$ cat src/rtl/decoder_3_to_8_pkg.sv
// -----------------------------------------------------------------------------
// decoder_3_to_8_pkg
// Width constants for the 3-to-8 one-hot decoder.
//   SEL_W : width of the binary select
//   OUT_W : width of the one-hot output
// -----------------------------------------------------------------------------
package decoder_3_to_8_pkg;

   localparam int SEL_W = 3;
   localparam int OUT_W = 8;

endpackage : decoder_3_to_8_pkg

$ cat src/rtl/decoder_2_to_4.sv
// -----------------------------------------------------------------------------
// decoder_2_to_4
// Purely combinational enable-gated 2-to-4 one-hot decoder, built from two
// levels of enable-gated 1-to-2 decode.
//
// Ports:
//   ena      : decode enable, active-high
//   in[1:0]  : binary select
//   out[3:0] : one-hot decode of in, all zero when ena = 0
// -----------------------------------------------------------------------------
module decoder_2_to_4 (
   input  logic       ena,
   input  logic [1:0] in,
   output logic [3:0] out
);

   // Enable-gated 1-to-2 decode: bit 1 when sel = 1, bit 0 when sel = 0.
   function automatic logic [1:0] dec_1_to_2(input logic en, input logic sel);
      dec_1_to_2 = {en & sel, en & ~sel};
   endfunction

   logic [1:0] half_ena_s;

   // in[1] picks the half, in[0] picks the bit within the enabled half.
   always_comb begin
      half_ena_s = 2'b00;
      out        = 4'b0000;
      half_ena_s = dec_1_to_2(ena, in[1]);
      out        = {dec_1_to_2(half_ena_s[1], in[0]),
                    dec_1_to_2(half_ena_s[0], in[0])};
   end

endmodule : decoder_2_to_4

$ cat src/rtl/decoder_3_to_8.sv
// -----------------------------------------------------------------------------
// decoder_3_to_8
// Enable-gated 3-to-8 one-hot decoder with a one-cycle registered copy.
//
// Ports:
//   clk     : clock, rising edge
//   rst     : synchronous reset, active-high (clears out_q / valid_q only)
//   ena     : decode enable, active-high
//   in      : binary select 0..7
//   out     : combinational one-hot decode of in, gated by ena
//   out_q   : out registered one cycle later
//   valid_q : ena registered, aligned with out_q
// -----------------------------------------------------------------------------
module decoder_3_to_8
   import decoder_3_to_8_pkg::*;
(
   input  logic             clk,
   input  logic             rst,
   input  logic             ena,
   input  logic [SEL_W-1:0] in,
   output logic [OUT_W-1:0] out,
   output logic [OUT_W-1:0] out_q,
   output logic             valid_q
);

   logic       lo_ena_s;
   logic       hi_ena_s;
   logic [3:0] lo_out_s;
   logic [3:0] hi_out_s;

   // in[2] routes the enable to exactly one of the two 2-to-4 halves.
   assign lo_ena_s = ena & ~in[2];
   assign hi_ena_s = ena &  in[2];

   decoder_2_to_4 u_dec_lo (
      .ena (lo_ena_s),
      .in  (in[1:0]),
      .out (lo_out_s)
   );

   decoder_2_to_4 u_dec_hi (
      .ena (hi_ena_s),
      .in  (in[1:0]),
      .out (hi_out_s)
   );

   assign out = {hi_out_s, lo_out_s};

   // Output pipeline register; reset clears it but never gates the live decode.
   always_ff @(posedge clk) begin
      if (rst) begin
         out_q   <= {OUT_W{1'b0}};
         valid_q <= 1'b0;
      end else begin
         out_q   <= out;
         valid_q <= ena;
      end
   end

endmodule : decoder_3_to_8

$ cat config.mk
export PLATFORM = sky130hd
export DESIGN_NAME = decoder_3_to_8
export DESIGN_NICKNAME = d
export VERILOG_FILES = /design/src/rtl/decoder_3_to_8_pkg.sv /design/src/rtl/decoder_2_to_4.sv /design/src/rtl/decoder_3_to_8.sv
export SDC_FILE = /design/constraint.sdc
export NUM_CORES = 1
export LEC_CHECK = 0
export ABC_AREA = 1
export CAP_MARGIN = 10
export CORE_AREA = 2 2 39 41
export DETAILED_ROUTE_END_ITERATION = 6
export DIE_AREA = 0 0 41 43
export PLACE_DENSITY_LB_ADDON = 0.3
export SYNTH_ARGS = -nofsm -noshare
export SYNTH_HDL_FRONTEND = slang
export SYNTH_HIERARCHICAL = 1
export SYNTH_SLANG_ARGS = --single-unit
$ cat constraint.sdc
create_clock -name clk -period 1.9 [get_ports clk]
set_input_delay 0.57 -clock clk [delete_from_list [all_inputs] [get_ports clk]]
set_output_delay 0.57 -clock clk [all_outputs]
set_load 0.03 [all_outputs]
==> results_dict.tcl <==
set metrics [dict create \
    core_mm2 0.00138 \
    nets 83 \
    root_buffer "clkbuf_4" \
    die_w_um 41 \
    p_seq_frac 0.473 \
    yosysWarnings 6 \
    grt_max_degree 10 \
    antenna_found_initial 0 \
    fmax_mhz 539 \
    clk_pin_slew_ns 0.05 \
    critPathRequiredTime_ns 1.33 \
    fin_area_um2 658 \
    power_density_mw_per_mm2 622 \
    p_sw_mw 0.107 \
    ir_drop_mv 0.298 \
    clockBufferDepth 2 \
    ys_types 5 \
    n_fill_cell 145 \
    io_pins 23 \
    gp_congestion 0.629 \
    sw_frac_of_total 0.261 \
    cts_max_level 1 \
    worstMarginPinSlew_ns 0.328 \
    ys_seq_elements 9 \
    start_util 0.239 \
    hold_violations 0 \
    via_count 358 \
    tns_ns 0 \
    cp-end-kind "primary output" \
    finalPower_mw 0.409 \
    report.final.slew_viol_count 0 \
    critPathKind "in -> out" \
    rows 14 \
    setup_violations 0 \
    grtUsageTotal 0.106 \
    cp-start-kind "primary input" \
    syn_nets 53 \
    relSlewSlack 0.781 \
    syn_to_final_growth_pct 99.2 \
    placed_area_um2 554 \
    diodes 0 \
    maxCapViolCount 0 \
    power_leakage_nw 0.298 \
    drive_above_1_share 0.382 \
    drt.antenna.violating_nets 0 \
    cp_max_fo 4 \
    drt_iter0_markers 2 \
    cts_buffers 3 \
    clockPowerShare 0.349 \
    status "completed" \
    min_period_ns 1.85 \
    synthCells 47 \
    final.period_utilization 0.976 \
    internal-power_mw 0.302 \
    drc 0 \
    comb_power_share 0.178 \
    critPathArrivalTime_ns 1.28 \
    wirelength_um 761 \
    cts_tree "done" \
    drt_first_pass_iters 4 \
    hold_buffers 0 \
    synth_area_per_cell_um2 7.03 \
    synth_seq_area_share 0.545 \
    wire_per_inst_um 8.27 \
    vias_per_cell 3.89 \
    synth_area_um2 330 \
    final_common_cell "inv_1" \
    grt_overflow 0 \
    dp_hpwl_um 584 \
    final_cell_mix "inv_1, nor2_1, clkdlybuf4s50_1" \
    grt_pass1_wl_um 1260 \
    rsz0062_at_grt "yes" \
    final_util 0.476 \
    grt_pass1_vias 332 \
    port_buffers 22 \
    dieArea_mm2 0.00176 \
    hold_path.class "in -> reg" \
    clkSinkCount 9 \
    dieHeight_um 43 \
]
final timing paths:
kind  start  endpoint  depth (start not counted)
max   in[1]    out[5]                          5
min     ena   valid_q                          3
timing repair:
item,4_1_cts,5_1_grt
setup endpoints to repair,8,8
pin swaps,5,3
setup buffers,2,0
endpoints found under the hold margin,0,0
resized for setup,24,10
metal layers:
metal / track usage / part of all wire / vias to the layer above
met5: 0 / 0 / -
met4: 0.100 / 0.018 / 0
met3: 0.0157 / 0.076 / 2
met2: 0.153 / 0.56 / 14
met1: 0.125 / 0.35 / 159
li1: - / - / 183
sequential cells by signal, summed over array words and instances (netlist names):
name	count
out_q	8
valid_q	1
power groups by stage:
stage	Sequential, mW	Clock [mW]	Combinational (mW)
5_1_grt	0.194	0.162	0.0792
6_report	0.194	0.143	0.0728
2_1_floorplan	0.206	0	0.0250
3_3_place_gp	0.198	0	0.0617
3_5_place_dp	0.198	0	0.0621
4_1_cts	0.194	0.149	0.0701
per-stage QoR:
stage	worst slack (ns)	cells	hold slack [ns]
after floorplan	0.116	47	0.695
after global placement	-0.291	86	1.16
after detailed placement	-0.318	86	1.16
after CTS	0.00810	92	0.635
after global routing	-0.0125	92	0.675
final	0.0458	92	0.653
area by class of cell:
cell class	instances	area (µm²)	area share
Timing Repair Buffer	26	243	0.369
Sequential cell	9	180	0.274
Inverter	14	52.6	0.0798
Clock buffer	4	26.3	0.0399
Multi-Input combinational cell	23	136	0.207
Tap cell	16	20.0	0.0304
synth_stat cells:
| master | n | area [µm²] |
|---|---|---|
| buf_6 | 1 | 11.3 |
| inv_1 | 14 | 52.6 |
| nand2_1 | 5 | 18.8 |
| dfxtp_1 | 9 | 180 |
| nor2_1 | 18 | 67.6 |
worst max-delay path, stage by stage:
cell and delay, ns:
dlygate4sd2_1 0.28, inv_1 0.06, nand2_1 0.06, nor2_1 0.13, buf_4 0.18
cell families (layout without fill, tap and decap cells):
family        count (synthesis)  in the layout  synth area share
simple gates                 23             23             0.261
buf+inv                      15             44             0.193
flops                         9              9             0.545
No activity file was read; power rests on OpenSTA's default activity.
